[config.mk]
export PLATFORM = sky130hd
export DESIGN_NAME = mario_dl_writer
export DESIGN_NICKNAME = d
export VERILOG_FILES = /design/src/rtl/mario_dl_pkg.sv /design/src/rtl/mario_dl_csum.sv /design/src/rtl/mario_dl_writer.sv
export SDC_FILE = /design/constraint.sdc
export NUM_CORES = 1
export LEC_CHECK = 0
export CAP_MARGIN = 10
export CORE_ASPECT_RATIO = 0.8
export CORE_MARGIN = 5
export CORE_UTILIZATION = 30
export DETAILED_ROUTE_END_ITERATION = 6
export GPL_ROUTABILITY_DRIVEN = 0
export PLACE_DENSITY = 0.55
export SLEW_MARGIN = 20
export SYNTH_ARGS = -nofsm -noshare
export SYNTH_HDL_FRONTEND = slang
export SYNTH_SLANG_ARGS = --single-unit
[constraint.sdc]
create_clock -name I_CLK_48M -period 6.12 [get_ports I_CLK_48M]
set_input_delay 1.224 -clock I_CLK_48M [delete_from_list [all_inputs] [get_ports I_CLK_48M]]
set_output_delay 1.224 -clock I_CLK_48M [all_outputs]
set_load 0.01 [all_outputs]
[src/rtl/mario_dl_pkg.sv]
// -----------------------------------------------------------------------------
// mario_dl_pkg
// Shared definitions for the ROM/PROM download writer.
//   DL_ADDR_W  : width of the download byte address bus (DLADDR)
//   DL_DATA_W  : width of the download data bus (DLDATA)
//   dl_state_t : writer FSM states, also exported on the debug state port
// -----------------------------------------------------------------------------
package mario_dl_pkg;

    localparam int DL_ADDR_W = 17;
    localparam int DL_DATA_W = 8;

    typedef enum logic [2:0] {
        ST_IDLE      = 3'd0,
        ST_WAIT_WORD = 3'd1,
        ST_WRITE     = 3'd2,
        ST_GAP       = 3'd3,
        ST_DONE      = 3'd4
    } dl_state_t;

endpackage

[src/rtl/mario_dl_csum.sv]
// -----------------------------------------------------------------------------
// mario_dl_csum
// 8-bit modular byte accumulator used for the optional download checksum.
// Ports:
//   I_CLK_48M  in   system clock
//   I_RSTn     in   asynchronous active-low reset
//   clr        in   synchronous clear (wins over en)
//   en         in   add add_byte into the running sum this cycle
//   add_byte   in   byte to accumulate
//   sum        out  registered running sum, mod 256
// -----------------------------------------------------------------------------
module mario_dl_csum
    import mario_dl_pkg::*;
(
    input  logic                 I_CLK_48M,
    input  logic                 I_RSTn,
    input  logic                 clr,
    input  logic                 en,
    input  logic [DL_DATA_W-1:0] add_byte,
    output logic [DL_DATA_W-1:0] sum
);

    always_ff @(posedge I_CLK_48M or negedge I_RSTn) begin
        if (!I_RSTn) begin
            sum <= '0;
        end else if (clr) begin
            sum <= '0;
        end else if (en) begin
            sum <= sum + add_byte;
        end
    end

endmodule

[src/rtl/mario_dl_writer.sv]
// -----------------------------------------------------------------------------
// mario_dl_writer
// Takes 32-bit words from the host bridge FIFO and replays them as byte writes
// on the ROM/PROM download bus (DLADDR/DLDATA/DLWR), big-endian byte order,
// with sequential addresses starting at 0 after each I_START.
//
// Parameters:
//   TOTAL_BYTES : bytes in a complete download
//   WR_HOLD     : cycles O_DLWR stays high per byte (1..7)
//   GAP         : idle cycles after each strobe (0..7)
//
// Build option:
//   MARIO_DL_CHECKSUM_EN : when defined, O_CSUM accumulates written bytes and a
//                          mismatch against I_CSUM_EXP at completion sets O_ERR.
//                          When undefined, O_CSUM is 0 and I_CSUM_EXP is unused.
//
// Ports:
//   I_CLK_48M     in   system clock (rising edge)
//   I_RSTn        in   asynchronous active-low reset
//   I_START       in   one-cycle pulse: start/restart a load at address 0
//   I_WORD        in   host word, bits [31:24] written first
//   I_WORD_VALID  in   I_WORD is valid
//   O_WORD_READY  out  block accepts a word this cycle
//   I_CSUM_EXP    in   expected 8-bit byte sum
//   O_DLADDR      out  download byte address
//   O_DLDATA      out  download byte
//   O_DLWR        out  write strobe, active high
//   O_BUSY        out  load in progress
//   O_DONE        out  load complete (held until I_START / reset)
//   O_ERR         out  overflow or checksum mismatch (sticky)
//   O_CSUM        out  running byte sum
//   O_DBG_STATE   out  current FSM state (dl_state_t encoding)
//
// Handshake: a word transfers on a rising clock edge where both I_WORD_VALID
// and O_WORD_READY are high. The host must hold I_WORD stable while
// I_WORD_VALID is high and not yet accepted; O_WORD_READY does not depend on
// I_WORD_VALID. I_START on the same edge wins and the word is not consumed.
// -----------------------------------------------------------------------------
module mario_dl_writer
    import mario_dl_pkg::*;
#(
    parameter logic [DL_ADDR_W-1:0] TOTAL_BYTES = 17'd81920,
    parameter int                   WR_HOLD     = 2,
    parameter int                   GAP         = 1
) (
    input  logic                 I_CLK_48M,
    input  logic                 I_RSTn,
    input  logic                 I_START,
    input  logic [31:0]          I_WORD,
    input  logic                 I_WORD_VALID,
    output logic                 O_WORD_READY,
    input  logic [DL_DATA_W-1:0] I_CSUM_EXP,
    output logic [DL_ADDR_W-1:0] O_DLADDR,
    output logic [DL_DATA_W-1:0] O_DLDATA,
    output logic                 O_DLWR,
    output logic                 O_BUSY,
    output logic                 O_DONE,
    output logic                 O_ERR,
    output logic [DL_DATA_W-1:0] O_CSUM,
    output logic [2:0]           O_DBG_STATE
);

    // Terminal values of the shared phase counter. GAP_LAST is meaningless
    // when GAP is 0 because ST_GAP is never entered then.
    localparam logic [2:0] HOLD_LAST = 3'(WR_HOLD - 1);
    localparam logic [2:0] GAP_LAST  = 3'(GAP - 1);

    dl_state_t            state_q, state_d;
    logic [2:0]           phase_q, phase_d;
    logic [1:0]           byte_idx_q;
    logic [31:0]          word_q;        // unsent bytes, next one in [31:24]
    logic [DL_ADDR_W-1:0] byte_cnt_q;
    logic [DL_ADDR_W-1:0] byte_cnt_inc;
    logic                 last_byte;
    logic                 clear_all;
    logic                 accept;        // word handshake this cycle
    logic                 byte_done;     // current byte's strobe+gap finished
    logic                 next_byte;     // move on to next byte of same word
    logic                 overflow;      // surplus word drained in DONE
    logic                 csum_err;

    assign byte_cnt_inc = byte_cnt_q + 17'd1;
    // Counter is compared before it is stored, so it never passes TOTAL_BYTES.
    assign last_byte    = (byte_cnt_inc == TOTAL_BYTES);
    assign clear_all    = I_START | (state_q == ST_IDLE);
    assign next_byte    = byte_done & (state_d == ST_WRITE);
    assign O_DBG_STATE  = state_q;

    // ------------------------------------------------------------------
    // FSM state register
    // ------------------------------------------------------------------
    always_ff @(posedge I_CLK_48M or negedge I_RSTn) begin
        if (!I_RSTn) begin
            state_q <= ST_IDLE;
            phase_q <= '0;
        end else begin
            state_q <= state_d;
            phase_q <= phase_d;
        end
    end

    // ------------------------------------------------------------------
    // FSM next state and control strobes
    // ------------------------------------------------------------------
    always_comb begin
        state_d   = state_q;
        phase_d   = phase_q;
        accept    = 1'b0;
        byte_done = 1'b0;
        overflow  = 1'b0;

        case (state_q)
            ST_IDLE: begin
                state_d = ST_IDLE;
            end
            ST_WAIT_WORD: begin
                if (I_WORD_VALID && O_WORD_READY) begin
                    accept  = 1'b1;
                    state_d = ST_WRITE;
                    phase_d = '0;
                end
            end
            ST_WRITE: begin
                if (phase_q == HOLD_LAST) begin
                    phase_d = '0;
                    if (GAP == 0) begin
                        byte_done = 1'b1;
                    end else begin
                        state_d = ST_GAP;
                    end
                end else begin
                    phase_d = phase_q + 3'd1;
                end
            end
            ST_GAP: begin
                if (phase_q == GAP_LAST) begin
                    phase_d   = '0;
                    byte_done = 1'b1;
                end else begin
                    phase_d = phase_q + 3'd1;
                end
            end
            ST_DONE: begin
                if (I_WORD_VALID && O_WORD_READY) begin
                    overflow = 1'b1;
                end
            end
            default: begin
                state_d = ST_IDLE;
            end
        endcase

        // Post-byte decision, shared by the GAP exit and the GAP=0 path.
        // Hitting the total mid-word silently drops the word's remaining bytes.
        if (byte_done) begin
            if (last_byte) begin
                state_d = ST_DONE;
            end else if (byte_idx_q == 2'd3) begin
                state_d = ST_WAIT_WORD;
            end else begin
                state_d = ST_WRITE;
            end
        end

        // Restart overrides everything, including a coincident handshake.
        if (I_START) begin
            state_d   = ST_WAIT_WORD;
            phase_d   = '0;
            accept    = 1'b0;
            byte_done = 1'b0;
            overflow  = 1'b0;
        end
    end

    // ------------------------------------------------------------------
    // Registered status outputs, decoded from the next state so they line
    // up with the state they describe.
    // ------------------------------------------------------------------
    always_ff @(posedge I_CLK_48M or negedge I_RSTn) begin
        if (!I_RSTn) begin
            O_WORD_READY <= 1'b0;
            O_BUSY       <= 1'b0;
            O_DONE       <= 1'b0;
            O_DLWR       <= 1'b0;
        end else begin
            O_WORD_READY <= (state_d == ST_WAIT_WORD) || (state_d == ST_DONE);
            O_BUSY       <= (state_d == ST_WAIT_WORD) || (state_d == ST_WRITE) ||
                            (state_d == ST_GAP);
            O_DONE       <= (state_d == ST_DONE);
            O_DLWR       <= (state_d == ST_WRITE);
        end
    end

    // ------------------------------------------------------------------
    // Datapath: address/data only change when a new strobe starts, so they
    // stay stable through the gap and any wait for the next word.
    // ------------------------------------------------------------------
    always_ff @(posedge I_CLK_48M or negedge I_RSTn) begin
        if (!I_RSTn) begin
            word_q     <= '0;
            byte_idx_q <= '0;
            byte_cnt_q <= '0;
            O_DLADDR   <= '0;
            O_DLDATA   <= '0;
            O_ERR      <= 1'b0;
        end else if (clear_all) begin
            word_q     <= '0;
            byte_idx_q <= '0;
            byte_cnt_q <= '0;
            O_DLADDR   <= '0;
            O_DLDATA   <= '0;
            O_ERR      <= 1'b0;
        end else begin
            if (accept) begin
                word_q     <= {I_WORD[23:0], 8'h00};
                O_DLDATA   <= I_WORD[31:24];
                byte_idx_q <= 2'd0;
                O_DLADDR   <= byte_cnt_q;
            end
            if (byte_done) begin
                byte_cnt_q <= byte_cnt_inc;
            end
            if (next_byte) begin
                word_q     <= {word_q[23:0], 8'h00};
                O_DLDATA   <= word_q[31:24];
                byte_idx_q <= byte_idx_q + 2'd1;
                O_DLADDR   <= byte_cnt_inc;
            end
            if (overflow || csum_err) begin
                O_ERR <= 1'b1;
            end
        end
    end

`ifdef MARIO_DL_CHECKSUM_EN
    // The sum is updated on the same edge that launches each strobe, so it
    // already includes the final byte by the time DONE is entered.
    logic                 csum_en;
    logic [DL_DATA_W-1:0] csum_byte;
    logic                 enter_done;

    assign csum_en    = accept | next_byte;
    assign csum_byte  = accept ? I_WORD[31:24] : word_q[31:24];
    assign enter_done = byte_done & (state_d == ST_DONE);
    assign csum_err   = enter_done & (O_CSUM != I_CSUM_EXP);

    mario_dl_csum u_csum (
        .I_CLK_48M (I_CLK_48M),
        .I_RSTn    (I_RSTn),
        .clr       (clear_all),
        .en        (csum_en),
        .add_byte  (csum_byte),
        .sum       (O_CSUM)
    );
`else
    logic csum_exp_unused;

    assign csum_err        = 1'b0;
    assign O_CSUM          = '0;
    assign csum_exp_unused = ^I_CSUM_EXP;
`endif

endmodule
# [Word-level counts from Yosys, hierarchy flattened]
# Index checks and enable logic that the tools add are counted.
[classes] add_sub_neg=3 eq_ne=12 muxes=36 bitwise_logic=2 reduce_logical=12
[ops] cell="$mux W32" n=3
[ops] cell="$mux W17" n=5
[ops] cell="$mux W3" n=9
[ops] cell="$mux W8" n=3
[ops] cell="$pmux W3 S3" n=2
[ops] cell="$add A17 B1 Y17 const B" n=1
[ops] cell="$eq A17 B17 Y1 const B" n=1
[ops] cell="$eq A3 B2 Y1 const B" n=4
[ops] cell="$mux W1" n=10
[ops] cell="$eq A3 B1 Y1 const B" n=3
[ops] cell="$mux W2" n=4
[ops] cell="$eq A3 B3 Y1 const B" n=2
[ops] cell="$logic_not A3 Y1" n=2
[ops] cell="$reduce_bool A2 Y1" n=2
[ops] cell="$reduce_bool A4 Y1" n=1
[ops] cell="$add A3 B1 Y3 const B" n=1
[ops] cell="$logic_or A1 B1 Y1" n=3
[ops] cell="$ne A3 B3 Y1 const B" n=1
[ops] cell="$reduce_bool A3 Y1" n=1
[ops] cell="$add A2 B1 Y2 const B" n=1
[ops] cell="$eq A2 B2 Y1 const B" n=1
[ops] cell="$reduce_and A2 Y1" n=1
[ops] cell="$reduce_or A2 Y1" n=1
[ops] cell="$and A1 B1 Y1" n=1
[ops] cell="2 further kinds" n=2
[word_totals] reg_bits=87 out_inout_bits=41 wordCells=77

# [Longest topological paths before layout]
[logic_depth] word_depth=9 depth_mapped=12 ltp_nobuf=9

# [Least setup slack after synthesis]
# No wires, ideal clock.
[synth_timing] path_type="input to register" from="input I_WORD_VALID" to="register word_q[28]" setup_time_ns=0.148 t_arrival_ns=2.562 required_ns=5.972 slack_ns=3.409 path_stages=5 path_buffers=1 cell_sequence="nand3_1 -> nor3_2 -> clkbuf_1 -> mux2i_1 -> a211oi_2"
[synth_between] elab_chain_len=9
[synth_rtl] item="start, declared" line_no="mario_dl_writer.sv:50" source="input logic I_WORD_VALID,"
[synth_rtl] item="$logic_and A1 B1 Y1 *" line_no="mario_dl_writer.sv:117" source="if (I_WORD_VALID && O_WORD_READY) begin"
[synth_rtl] item="$mux W3" line_no="mario_dl_writer.sv:117"
[synth_rtl] item="$pmux W3 S3" line_no="mario_dl_writer.sv:112" source="case (state_q)"
[synth_rtl] item="$mux W3" line_no="mario_dl_writer.sv:155" source="if (byte_done) begin"
[synth_rtl] item="$mux W3" line_no="mario_dl_writer.sv:166" source="if (I_START) begin"
[synth_rtl] item="$eq A3 B2 Y1" line_no="mario_dl_writer.sv:86" source="assign next_byte = byte_done & (state_d == ST_WRITE);"
[synth_rtl] item="$and A1 B1 Y1" line_no="mario_dl_writer.sv:86"
[synth_rtl] item="$mux W32" line_no="mario_dl_writer.sv:223" source="if (next_byte) begin"
[synth_rtl] item="$mux W32" line_no="mario_dl_writer.sv:206" source="end else if (clear_all) begin"
[synth_rtl] item="end signal, assigned" line_no="mario_dl_writer.sv:215" source="word_q <= {I_WORD[23:0], 8'h00};"
[synth_rtl] item="end signal, assigned" line_no="mario_dl_writer.sv:224" source="word_q <= {word_q[23:0], 8'h00};"
[synth_rtl] item="end, declared" line_no="mario_dl_writer.sv:71" source="logic [31:0] word_q;"
# Mark *: on every way between the ends. The rest lies on a longest branch, timed or not.
# A chain may end at the register's enable or synchronous reset.

# [Worst setup path in the final report]
[layout_timing] from="register state_q[2], in the netlist O_DBG_STATE[2]" to="register O_DLADDR[10]"
[layout_between] elab_chain_len=9
[layout_rtl] item="start, declared" line_no="mario_dl_writer.sv:68" source="dl_state_t state_q, state_d;"
[layout_rtl] item="start signal, assigned" line_no="mario_dl_writer.sv:97" source="state_q <= state_d;"
[layout_rtl] item="$eq A3 B3 Y1 / $eq A3 B2 Y1 (equally long branches)" line_no="mario_dl_writer.sv:112"
[layout_rtl] item="$reduce_or A2 Y1 (no line)"
[layout_rtl] item="$pmux W3 S3" line_no="mario_dl_writer.sv:112"
[layout_rtl] item="$mux W3" line_no="mario_dl_writer.sv:155"
[layout_rtl] item="$mux W3" line_no="mario_dl_writer.sv:166"
[layout_rtl] item="$eq A3 B2 Y1" line_no="mario_dl_writer.sv:86"
[layout_rtl] item="$and A1 B1 Y1" line_no="mario_dl_writer.sv:86"
[layout_rtl] item="$mux W17" line_no="mario_dl_writer.sv:223"
[layout_rtl] item="$mux W17" line_no="mario_dl_writer.sv:206"
[layout_rtl] item="end signal, assigned" line_no="mario_dl_writer.sv:218" source="O_DLADDR <= byte_cnt_q;"
[layout_rtl] item="end signal, assigned" line_no="mario_dl_writer.sv:227" source="O_DLADDR <= byte_cnt_inc;"
[layout_rtl] item="end, declared" line_no="mario_dl_writer.sv:53" source="output logic [DL_ADDR_W-1:0] O_DLADDR,"
# Several ways; a longest one is shown, not always the timed one.

==> flow_metrics.py <==
metrics = {
    "worst_setup_path": {
        "cp_slowest_cell": "nor3_2",
        "required_ns": 6.37,
        "cp_cell_sequence": "nand2b_1, nor3_2, nand2_1, nor2_1, o21ai_2, or4_1, o211ai_1",
        "cpPeakStageDelay_ns": 0.86,
        "cp.arrival_ns": 3.70,
        "endpoint_kind": "register",
        "critPathMaxFanout": 18,
        "critPathLaunchType": "register",
        "worstSetupPathType": "register to register",
    },
    "clocking": {
        "htreeDepth": 3,
        "ctsResizeCount": 0,
        "postCtsHoldBufs": 0,
        "path_clk_slew_ns": 0.06,
        "postCtsSetupBuffers": 0,
        "clock_latency_ns": 0.34,
        "clockRootBuffer": "clkbuf_16",
        "cts_tree": "built",
        "numCtsBuffers": 9,
        "cts.sinks": 79,
        "clk_path_buf_depth": 2,
    },
    "route": {
        "drtPass1Iterations": 5,
        "dr_wl_met3_um": 551,
        "ant_nets": 0,
        "routed_wl_um": 11700,
        "via_per_inst": 5.12,
        "routedWlPerCell_um": 16.5,
        "met1_length_um": 5910,
        "top_layer_used": "met4",
        "met2_wirelength_um": 5120,
        "num_vias": 3647,
        "drcViolationCount": 0,
        "drt_iter0_drc": 270,
    },
    "logic_synthesis": {
        "synthCells": 478,
        "synthArstFlopShare_pct": 100,
        "synthesis.area_um2": 4510,
        "synthDistinctLibCells": 52,
        "synth_seq_area_share_pct": 43.9,
        "yosysWarnings": 0,
        "synth_edf_count": 0,
        "synth_seq_cells": 79,
        "avgSynthCellArea_um2": 9.43,
        "synth-main-ff-cell": "dfrtp_1",
    },
    "timing": {
        "finClkSkew_ns": 0.00857,
        "fin_crit_ns": 3.45,
        "post-route-period-util_pct": 56.4,
        "setup_viol": 0,
        "hold_violations": 0,
        "fmax_mhz": 290,
        "rsz0062_at_grt": "no",
        "finalMaxSlewViolations": 0,
        "worst_pin_slew_ns": 1.05,
        "whs_ns": 0.503,
        "relSlewSlack_pct": 29.6,
        "fin_setup_tns_ns": 0,
    },
    "status": {
        "run_status": "finished, final reports clean",
    },
    "worst_hold_path": {
        "min_path_type": "register to register",
    },
    "floorplanning": {
        "die_area_um2": 17600,
        "placementRows": 40,
        "start_util_pct": 30.3,
        "ios": 85,
        "dieWidth_um": 147,
        "core_um2": 14900,
        "chipHeight_um": 120,
    },
    "place": {
        "dpl.cell_count": 696,
        "port_buffers": 68,
        "dpl.hpwl_um": 7750,
    },
    "global_route": {
        "grt_use_total_pct": 13.6,
        "grt_max_degree": 80,
        "antenna_found_initial": 0,
        "grt_pass1_wl_um": 19300,
        "grt_overflow": 0,
        "grt_pass1_vias": 3611,
    },
    "cells_and_area": {
        "area_growth_syn_to_layout_pct": 23.5,
        "fin_nets": 568,
        "final_common_cell": "dfrtp_1",
        "insertedDiodeCount": 0,
        "drive_gt1_share_pct": 10.3,
        "layout_common_cells": "dfrtp_1 (79), clkdlybuf4s50_1 (67), nor2_1 (55)",
        "finalNonFillerCells": 713,
    },
    "power": {
        "max-vdd-ir-drop_uv": 138,
        "p_leak_uw": 0.00229,
        "p_per_area_nw_per_um2": 242,
    },
    "job": {
        "drv_cap": 0,
    },
}
==> Yosys cell counts, drive strengths merged, types with 5 or more instances <==
master,n,area share [%]
or3,12,1.7
ha,5,1.4
nor4b,6,1.2
nor4bb,5,1.1
a21oi,28,3.1
clkbuf,22,1.9
inv,8,0.67
nand3,22,2.6
buf,28,3.8
nor4,11,1.9
nand4,5,1.0
nand2,41,3.4
dfrtp,79,44
mux2i,28,6.2
a211oi,28,6.9
xor2,7,1.4
o21ai,25,2.8
xnor2,9,1.7
a31oi,11,1.5
nor2,55,4.6
nor3,9,1.2
==> critical path, delay by kind of cell (launching register included) <==
kind            cells  cell delay [ns]
simple gates        5             2.53
flops               1             0.48
compound gates      2             0.36
==> where the power goes <==
group,switching [uW],internal [uW],leakage [uW]
sequential,22.1,551,0.00108
clock,219,316,0.000136
combinational,140,99.2,0.00107
total,381,967,0.00229
==> area by class of cell <==
| type | instances | area, um2 |
|---|---|---|
| multi-input cells | 348 | 2290 |
| well taps | 189 | 236 |
| inverters | 8 | 30.0 |
| clock inverters | 5 | 58.8 |
| clock buffers | 11 | 233 |
| fillers | 1476 | 9300 |
| flip-flops and latches | 79 | 1980 |
| repair buffers | 73 | 739 |
==> sequential cells by signal, indices dropped and copies added (netlist names) <==
signal,count
byte_idx_q,2
O_DONE,1
O_DLDATA,8
O_DBG_STATE,3
O_BUSY,1
word_q,24
O_WORD_READY,1
O_ERR,1
O_DLADDR,17
O_DLWR,1
phase_q,3
byte_cnt_q,17
==> cells by family (layout without fill, tap and decap cells) <==
family / after synthesis / in the layout / synth area share, %
AO/OA/AOI/OAI: 110 / 110 / 17.8
XOR/XNOR: 16 / 16 / 3.11
adder cells (fa/ha/maj): 5 / 5 / 1.39
buffers and inverters: 58 / 97 / 6.36
flip-flops: 79 / 79 / 43.9
multiplexers: 31 / 31 / 7.05
other: 1 / 8 / 0.0832
AND/OR/NAND/NOR: 178 / 178 / 20.4
==> metal layers <==
layer  global-route usage [%]  vias to the layer above
met1                     20.1                     1764
li1                         -                     1783
met3                     3.17                       15
met2                     19.8                       85
met5                        0                        -
met4                     4.13                        0
==> worst paths after layout <==
check	start	end	slack (ns)	cells past startpoint
max	O_DBG_STATE[2]$_DFF_PN0_	O_DLADDR[10]$_DFFE_PN0P_	2.67	7
min in group asynchronous	I_RSTn	O_DLWR$_DFF_PN0_	0.89	1
min	O_ERR$_DFFE_PN0P_	O_ERR$_DFFE_PN0P_	0.50	2
max reg2reg	O_DBG_STATE[2]$_DFF_PN0_	O_DLADDR[10]$_DFFE_PN0P_	2.67	7
min reg2reg	O_ERR$_DFFE_PN0P_	O_ERR$_DFFE_PN0P_	0.50	2
max in group asynchronous	I_RSTn	O_DLADDR[5]$_DFFE_PN0P_	4.65	1
==> per-stage QoR <==
| step | cell area, um2 | worst slack [ns] | power, uW | utilization, % |
|---|---|---|---|---|
| 2_1_floorplan | 4530 | 3.41 | 729 | - |
| 3_3_place_gp | 5240 | 2.29 | 819 | 35.2 |
| 3_5_place_dp | 5240 | 2.26 | 824 | 35.2 |
| 4_1_cts | 5530 | 2.33 | 1360 | 37.2 |
| 5_1_grt | 5560 | 2.39 | 1420 | 37.4 |
| 6_report | 5560 | 2.67 | 1350 | 37.4 |
Note: power is estimated with default switching activity, not from simulation.
